File: src/rtl/rf_arb_pkg.sv
// Shared widths, limits and enums for the register-file port arbiter.
package rf_arb_pkg;

  localparam int unsigned ADDR_W   = 3;
  localparam int unsigned DATA_W   = 4;
  localparam int unsigned LOCK_MAX = 8;
  localparam int unsigned CNT_W    = $clog2(LOCK_MAX + 1);

  typedef enum logic {
    OWN_CPU,
    OWN_EXT
  } owner_e;

  typedef enum logic [1:0] {
    ST_IDLE,
    ST_EXT_LOCK,
    ST_HANDOVER
  } arb_state_e;

endpackage

File: src/rtl/rf_arbiter_if.sv
// CPU, EXT loader and register-file signals seen by the arbiter.
interface rf_arbiter_if;
  import rf_arb_pkg::*;

  logic              cpu_req;
  logic              cpu_we;
  logic [ADDR_W-1:0] cpu_ad1;
  logic [ADDR_W-1:0] cpu_ad2;
  logic [ADDR_W-1:0] cpu_wa;
  logic [DATA_W-1:0] cpu_wd;
  logic              cpu_gnt;
  logic              cpu_rvalid;
  logic [DATA_W-1:0] cpu_d1;
  logic [DATA_W-1:0] cpu_d2;

  logic              ext_req;
  logic              ext_lock;
  logic [ADDR_W-1:0] ext_wa;
  logic [DATA_W-1:0] ext_wd;
  logic              ext_gnt;

  logic [ADDR_W-1:0] RF_ad1;
  logic [ADDR_W-1:0] RF_ad2;
  logic [ADDR_W-1:0] RF_wa;
  logic [DATA_W-1:0] RF_wd;
  logic              RF_we;
  logic              RF_external_load;
  logic [DATA_W-1:0] RF_d1;
  logic [DATA_W-1:0] RF_d2;

  // Arbiter side
  modport slave (
    input  cpu_req, cpu_we, cpu_ad1, cpu_ad2, cpu_wa, cpu_wd,
    input  ext_req, ext_lock, ext_wa, ext_wd,
    input  RF_d1, RF_d2,
    output cpu_gnt, cpu_rvalid, cpu_d1, cpu_d2, ext_gnt,
    output RF_ad1, RF_ad2, RF_wa, RF_wd, RF_we, RF_external_load
  );

  // Requesters and register file side
  modport master (
    output cpu_req, cpu_we, cpu_ad1, cpu_ad2, cpu_wa, cpu_wd,
    output ext_req, ext_lock, ext_wa, ext_wd,
    output RF_d1, RF_d2,
    input  cpu_gnt, cpu_rvalid, cpu_d1, cpu_d2, ext_gnt,
    input  RF_ad1, RF_ad2, RF_wa, RF_wd, RF_we, RF_external_load
  );

endinterface

File: src/rtl/rf_arbiter.sv
// Round-robin arbiter for the register-file port between CPU and EXT loader,
// with a bounded EXT lock followed by a one-cycle handover bubble.
module rf_arbiter
  import rf_arb_pkg::*;
(
  input logic         clk,
  input logic         reset,
  rf_arbiter_if.slave bus
);

  arb_state_e        r_state;
  arb_state_e        w_state_nxt;
  owner_e            r_owner;
  owner_e            w_owner_nxt;
  logic [CNT_W-1:0]  r_lock_cnt;
  logic [CNT_W-1:0]  w_cnt_nxt;
  logic [CNT_W-1:0]  w_cnt_inc;
  logic              r_rvalid;
  logic              w_cpu_gnt;
  logic              w_ext_gnt;

  // State, RR pointer, lock counter and read-valid registers
  always_ff @(posedge clk) begin
    if (reset) begin
      r_state    <= ST_IDLE;
      r_owner    <= OWN_CPU;
      r_lock_cnt <= '0;
      r_rvalid   <= 1'b0;
    end else begin
      r_state    <= w_state_nxt;
      r_owner    <= w_owner_nxt;
      r_lock_cnt <= w_cnt_nxt;
      r_rvalid   <= w_cpu_gnt;
    end
  end

  // Grant decision and next state; grants are suppressed while reset is high
  always_comb begin
    w_cpu_gnt   = 1'b0;
    w_ext_gnt   = 1'b0;
    w_state_nxt = r_state;
    w_owner_nxt = r_owner;
    w_cnt_nxt   = r_lock_cnt;
    w_cnt_inc   = r_lock_cnt + CNT_W'(1);
    if (!reset) begin
      case (r_state)
        ST_IDLE: begin
          if (bus.cpu_req && (!bus.ext_req || r_owner == OWN_CPU)) begin
            w_cpu_gnt   = 1'b1;
            w_owner_nxt = OWN_EXT;
          end else if (bus.ext_req) begin
            w_ext_gnt   = 1'b1;
            w_owner_nxt = OWN_CPU;
            if (bus.ext_lock) begin
              w_state_nxt = ST_EXT_LOCK;
              w_cnt_nxt   = CNT_W'(1);
            end
          end
        end
        ST_EXT_LOCK: begin
          w_ext_gnt = bus.ext_req;
          if (bus.ext_req) begin
            w_cnt_nxt   = w_cnt_inc;
            w_owner_nxt = OWN_CPU;
          end
          if (!bus.ext_lock || (bus.ext_req && w_cnt_inc == CNT_W'(LOCK_MAX))) begin
            w_state_nxt = ST_HANDOVER;
          end
        end
        ST_HANDOVER: begin
          w_state_nxt = ST_IDLE;
          w_owner_nxt = OWN_CPU;
          w_cnt_nxt   = '0;
        end
        default: begin
          w_state_nxt = ST_IDLE;
          w_owner_nxt = OWN_CPU;
          w_cnt_nxt   = '0;
        end
      endcase
    end
  end

  // Register-file port mux; everything stays zero when nobody is granted
  always_comb begin
    bus.RF_ad1           = '0;
    bus.RF_ad2           = '0;
    bus.RF_wa            = '0;
    bus.RF_wd            = '0;
    bus.RF_we            = 1'b0;
    bus.RF_external_load = 1'b0;
    if (w_cpu_gnt) begin
      bus.RF_ad1 = bus.cpu_ad1;
      bus.RF_ad2 = bus.cpu_ad2;
      bus.RF_wa  = bus.cpu_wa;
      bus.RF_wd  = bus.cpu_wd;
      bus.RF_we  = bus.cpu_we;
    end else if (w_ext_gnt) begin
      bus.RF_wa            = bus.ext_wa;
      bus.RF_wd            = bus.ext_wd;
      bus.RF_external_load = 1'b1;
    end
  end

  assign bus.cpu_gnt    = w_cpu_gnt;
  assign bus.ext_gnt    = w_ext_gnt;
  assign bus.cpu_rvalid = r_rvalid;
  assign bus.cpu_d1     = r_rvalid ? bus.RF_d1 : '0;
  assign bus.cpu_d2     = r_rvalid ? bus.RF_d2 : '0;

endmodule
File: src/flat_wrapper.sv
// flat-port wrapper written by rule: the top's interface ports become plain ports
module rf_arbiter_flat import rf_arb_pkg::*;
  (clk, reset, bus_cpu_req, bus_cpu_we, bus_cpu_ad1, bus_cpu_ad2, bus_cpu_wa, bus_cpu_wd, bus_ext_req, bus_ext_lock, bus_ext_wa, bus_ext_wd, bus_RF_d1, bus_RF_d2, bus_cpu_gnt, bus_cpu_rvalid, bus_cpu_d1, bus_cpu_d2, bus_ext_gnt, bus_RF_ad1, bus_RF_ad2, bus_RF_wa, bus_RF_wd, bus_RF_we, bus_RF_external_load);
  rf_arbiter_if bus_i ();
  input logic clk;
  input logic reset;
  input wire logic [$bits(bus_i.cpu_req)-1:0] bus_cpu_req;
  input wire logic [$bits(bus_i.cpu_we)-1:0] bus_cpu_we;
  input wire logic [$bits(bus_i.cpu_ad1)-1:0] bus_cpu_ad1;
  input wire logic [$bits(bus_i.cpu_ad2)-1:0] bus_cpu_ad2;
  input wire logic [$bits(bus_i.cpu_wa)-1:0] bus_cpu_wa;
  input wire logic [$bits(bus_i.cpu_wd)-1:0] bus_cpu_wd;
  input wire logic [$bits(bus_i.ext_req)-1:0] bus_ext_req;
  input wire logic [$bits(bus_i.ext_lock)-1:0] bus_ext_lock;
  input wire logic [$bits(bus_i.ext_wa)-1:0] bus_ext_wa;
  input wire logic [$bits(bus_i.ext_wd)-1:0] bus_ext_wd;
  input wire logic [$bits(bus_i.RF_d1)-1:0] bus_RF_d1;
  input wire logic [$bits(bus_i.RF_d2)-1:0] bus_RF_d2;
  output wire logic [$bits(bus_i.cpu_gnt)-1:0] bus_cpu_gnt;
  output wire logic [$bits(bus_i.cpu_rvalid)-1:0] bus_cpu_rvalid;
  output wire logic [$bits(bus_i.cpu_d1)-1:0] bus_cpu_d1;
  output wire logic [$bits(bus_i.cpu_d2)-1:0] bus_cpu_d2;
  output wire logic [$bits(bus_i.ext_gnt)-1:0] bus_ext_gnt;
  output wire logic [$bits(bus_i.RF_ad1)-1:0] bus_RF_ad1;
  output wire logic [$bits(bus_i.RF_ad2)-1:0] bus_RF_ad2;
  output wire logic [$bits(bus_i.RF_wa)-1:0] bus_RF_wa;
  output wire logic [$bits(bus_i.RF_wd)-1:0] bus_RF_wd;
  output wire logic [$bits(bus_i.RF_we)-1:0] bus_RF_we;
  output wire logic [$bits(bus_i.RF_external_load)-1:0] bus_RF_external_load;
  assign bus_i.cpu_req = bus_cpu_req;
  assign bus_i.cpu_we = bus_cpu_we;
  assign bus_i.cpu_ad1 = bus_cpu_ad1;
  assign bus_i.cpu_ad2 = bus_cpu_ad2;
  assign bus_i.cpu_wa = bus_cpu_wa;
  assign bus_i.cpu_wd = bus_cpu_wd;
  assign bus_i.ext_req = bus_ext_req;
  assign bus_i.ext_lock = bus_ext_lock;
  assign bus_i.ext_wa = bus_ext_wa;
  assign bus_i.ext_wd = bus_ext_wd;
  assign bus_i.RF_d1 = bus_RF_d1;
  assign bus_i.RF_d2 = bus_RF_d2;
  assign bus_cpu_gnt = bus_i.cpu_gnt;
  assign bus_cpu_rvalid = bus_i.cpu_rvalid;
  assign bus_cpu_d1 = bus_i.cpu_d1;
  assign bus_cpu_d2 = bus_i.cpu_d2;
  assign bus_ext_gnt = bus_i.ext_gnt;
  assign bus_RF_ad1 = bus_i.RF_ad1;
  assign bus_RF_ad2 = bus_i.RF_ad2;
  assign bus_RF_wa = bus_i.RF_wa;
  assign bus_RF_wd = bus_i.RF_wd;
  assign bus_RF_we = bus_i.RF_we;
  assign bus_RF_external_load = bus_i.RF_external_load;
  rf_arbiter u_core (.clk(clk), .reset(reset), .bus(bus_i));
endmodule
File: config.mk
export PLATFORM = sky130hd
export DESIGN_NAME = rf_arbiter_flat
export DESIGN_NICKNAME = d
export VERILOG_FILES = /design/src/rtl/rf_arb_pkg.sv /design/src/rtl/rf_arbiter_if.sv /design/src/rtl/rf_arbiter.sv /design/src/flat_wrapper.sv
export SDC_FILE = /design/constraint.sdc
export NUM_CORES = 1
export LEC_CHECK = 0
export BUFFER_PORTS_ARGS = -buffer_cell sky130_fd_sc_hd__buf_2
export CAP_MARGIN = 25
export CORE_MARGIN = 8
export CORE_UTILIZATION = 36
export CTS_BUF_LIST = sky130_fd_sc_hd__clkbuf_4 sky130_fd_sc_hd__clkbuf_8
export CTS_CLUSTER_SIZE = 30
export DETAILED_ROUTE_END_ITERATION = 7
export MAX_ROUTING_LAYER = met4
export PLACE_DENSITY = 0.9
export SYNTH_ARGS = -nofsm -noshare
export SYNTH_HDL_FRONTEND = slang
export SYNTH_SLANG_ARGS = --single-unit
File: constraint.sdc
create_clock -name clk -period 2 [get_ports clk]
set_clock_uncertainty 0.1 [all_clocks]
set_input_delay 0.1 -clock clk [delete_from_list [all_inputs] [get_ports clk]]
set_output_delay 0.1 -clock clk [all_outputs]
set_load 0.005 [all_outputs]
==> results by group <==
Status
  • Outcome: complete, no violations

Die
  • Die extent in x: 57.1 um
  • Rows: 15
  • Core box area: 1650 um^2
  • Full die area: 3260 um^2
  • Ports: 60
  • Initial Util: about 37%
  • DIE HEIGHT: 57.1 um

Detailed routing
  • WL final: 2.20 mm
  • Routed vias: 746
  • DR pass1 iterations: 4
  • Antenna-violating nets left: 0
  • # DRC: 0
  • Initial DRC Count: 18
  • DR vias/cell: approximately 5.1
  • Drt wl/cell: 15.0 um

Global route
  • Most crowded layer after global routing: met2
  • Total GRT Usage: 12.8%
  • Met1 usage: 13.1%
  • Antenna violations before repair: 0
  • Vias in the first global route: about 670
  • Met3 Use GR: about 6.4%
  • Largest net degree at the start of global routing: 16
  • Global-route wire length before repair: 3.37 mm
  • Met2 Usage GRT: around 20%
  • GRT overflow: 0

Power
  • Power Total: between 0.4 and 0.5 mW
  • Static Leak: just over 0.5 nW
  • VDD IR max: 0.521 mV
  • Power per cell area: roughly 460 nW/um^2

Finish
  • Antenna diodes: 0
  • Final core occ: around 57%
  • Nets: about 170
  • P&R area growth vs syn: 54.4%
  • Layout cells sized above 1: about 54%
  • Final Non-Filler Cells: between 100 and 150

Yosys
  • Ys Warns: 0
  • Ys async rst share: 0%
  • Sequential area share after synthesis: between 20% and 30%
  • Post-synthesis cell count: around 70
  • Mapped cell area: 607 um^2
  • Syn avg cell area: ~8.5 um^2
  • Yosys cell types: 30
  • Prevailing post-synth register cell: dfxtp_1
  • Top cell type's share of synthesized area: between 20% and 30%
  • Number of enable flip-flop cells after synthesis: 0
  • Syn_nets: between 100 and 150
  • Yosys top cell by area: dfxtp_1
  • Yosys reg bits: 8
  • Synth area leaders: dfxtp_1 (26%), and2_1 (15%), a22o_1 (7.2%)

STA
  • Worst-margin pin slew: between 0.3 and 0.4 ns
  • Endpoints failing hold: 0
  • Setup TNS: 0 ns
  • Final Max Slew Viols: 0
  • RSZ-0062 raised after global routing: false
  • Slew headroom: around 78%
  • Highest clock rate: roughly 530 MHz
  • Setup-failing EPs final: 0
  • Period Utilization, post-route: 94.4%
  • Period minus WS final: around 1.9 ns

Clocking
  • Htree depth: 1
  • CTS tree: built
  • CTS max path bufs: 2
  • Setup repair bufs after CTS: 0
  • Clk_lat worst skew: about 0.25 ns
  • CTS Root Cell: clkbuf_4
  • CTS Sinks: 8
  • Post-CTS sizing: 0
  • Clock transition at the registers of the reported paths: roughly 0.050 ns
  • CTS Buf Count: 3
  • # hold bufs at CTS: 0

Setup path
  • Crit path kind: register to primary output
  • Element type at the critical path end: primary output
  • Critical Path AT: about 1.7 ns
  • Startpoint types: register
  • Critical Path Fanout Max: 8
  • Worst Path Required: about 1.8 ns

Placed design
  • Final Wtd Congestion: 0.802
  • Buffers on Ports: between 50 and 60
  • Dpl hpwl: approximately 1.9 mm
  • Placed Cells: about 140

Run
  • MaxCap Viol Count: 0

Min path
  • Hold Crit Class: input port to register
## synth_stat cells (2+ instances only)
| cell | n |
|---|---|
| and2_1 | 15 |
| dfxtp_1 | 8 |
| a22o_1 | 5 |
| nor2b_1 | 4 |
| a21oi_1 | 3 |
| nand2_1 | 3 |
| o21ai_0 | 3 |
| a22o_2 | 2 |
| and3_1 | 2 |
| buf_6 | 2 |
| clkbuf_1 | 2 |
| ha_1 | 2 |
| nand3_1 | 2 |
| nor2_1 | 2 |
## through the flow
step	worst slack [ns]	cell area, um^2	hold slack [ns]
2_1_floorplan	0.404	607	0.180
3_5_place_dp	0.312	903	0.324
6_report	0.113	937	0.0697
5_1_grt	0.0506	937	0.0895
4_1_cts	0.0293	926	0.0515
3_3_place_gp	0.364	903	0.313
## sequential cells by signal, indices dropped and copies added (netlist names)
| register | flops |
|---|---|
| u_core.r_lock_cnt | 4 |
| u_core.bus.cpu_rvalid | 1 |
| u_core.r_state | 2 |
| u_core.r_owner | 1 |
## cells by family after synthesis
logic type | count (synthesis) | share of synthesized area (%)
flops | 8 | 26.4
simple gates | 33 | 32.2
compound gates | 20 | 28.0
xor+xnor | 2 | 2.89
buf+inv | 6 | 6.39
fa+ha+maj | 2 | 4.12
## critical path: stages (launching register included)
cell and delay [ns]:
dfxtp_1 0.36, or3b_2 0.51, and3_4 0.24, a22o_2 0.20
buf_2 0.12
## worst paths after layout
kind | from | slack [ns] | cells after the start | endpoint
worst max-delay path | u_core.r_owner | 0.11 | 4 | bus_RF_wd[1]
worst max register to register | u_core.r_owner | 0.48 | 4 | u_core.r_lock_cnt[2]
worst min-delay path | bus_ext_lock | 0.07 | 3 | u_core.r_state[0]
worst min register to register | u_core.r_lock_cnt[3] | 0.40 | 2 | u_core.r_lock_cnt[3]
## power by group
part | switching [mW] | total (mW) | internal (mW)
Combinational | 0.0565 | 0.130 | 0.0736
Sequential | 0.00788 | 0.174 | 0.166
Clock | 0.0561 | 0.125 | 0.0687
## area by class of cell
class,count,area (um^2)
Sequential cell,8,160
Tap cell,17,21.3
Timing Repair Buffer,61,314
Fill cell,154,714
Clock buffer,3,22.5
Inverter,1,3.75
Multi-Input combinational cell,57,415
## per-layer routing
| layer | routed length (um) | up-vias |
|---|---|---|
| li1 | - | 376 |
| met1 | 873 | 323 |
| met2 | 1030 | 43 |
| met3 | 276 | 4 |
| met4 | 27 | 0 |
| met5 | 0 | - |
## cells in the final DEF (no fill, tap or decap)
cell / instances
nor2_1: 2
nand4b_1: 1
or2_4: 1
nor3_1: 1
dfxtp_1: 8
clkbuf_4: 3
a31oi_1: 1
inv_1: 1
a311oi_1: 1
or3b_2: 1
xnor2_1: 1
buf_4: 1
a2111oi_4: 1
nand2_1: 3
a22o_2: 2
a2111oi_0: 1
nand2b_1: 1
a32oi_1: 1
a21oi_1: 3
nor2b_1: 4
a22o_1: 5
o21ai_0: 3
buf_2: 59
nand3_1: 2
o2111ai_1: 1
and3_4: 1
and2_1: 15
ha_1: 2
o211ai_1: 1
buf_6: 1
and3_1: 1
xor2_1: 1
Note: power is estimated with default switching activity, not from simulation.
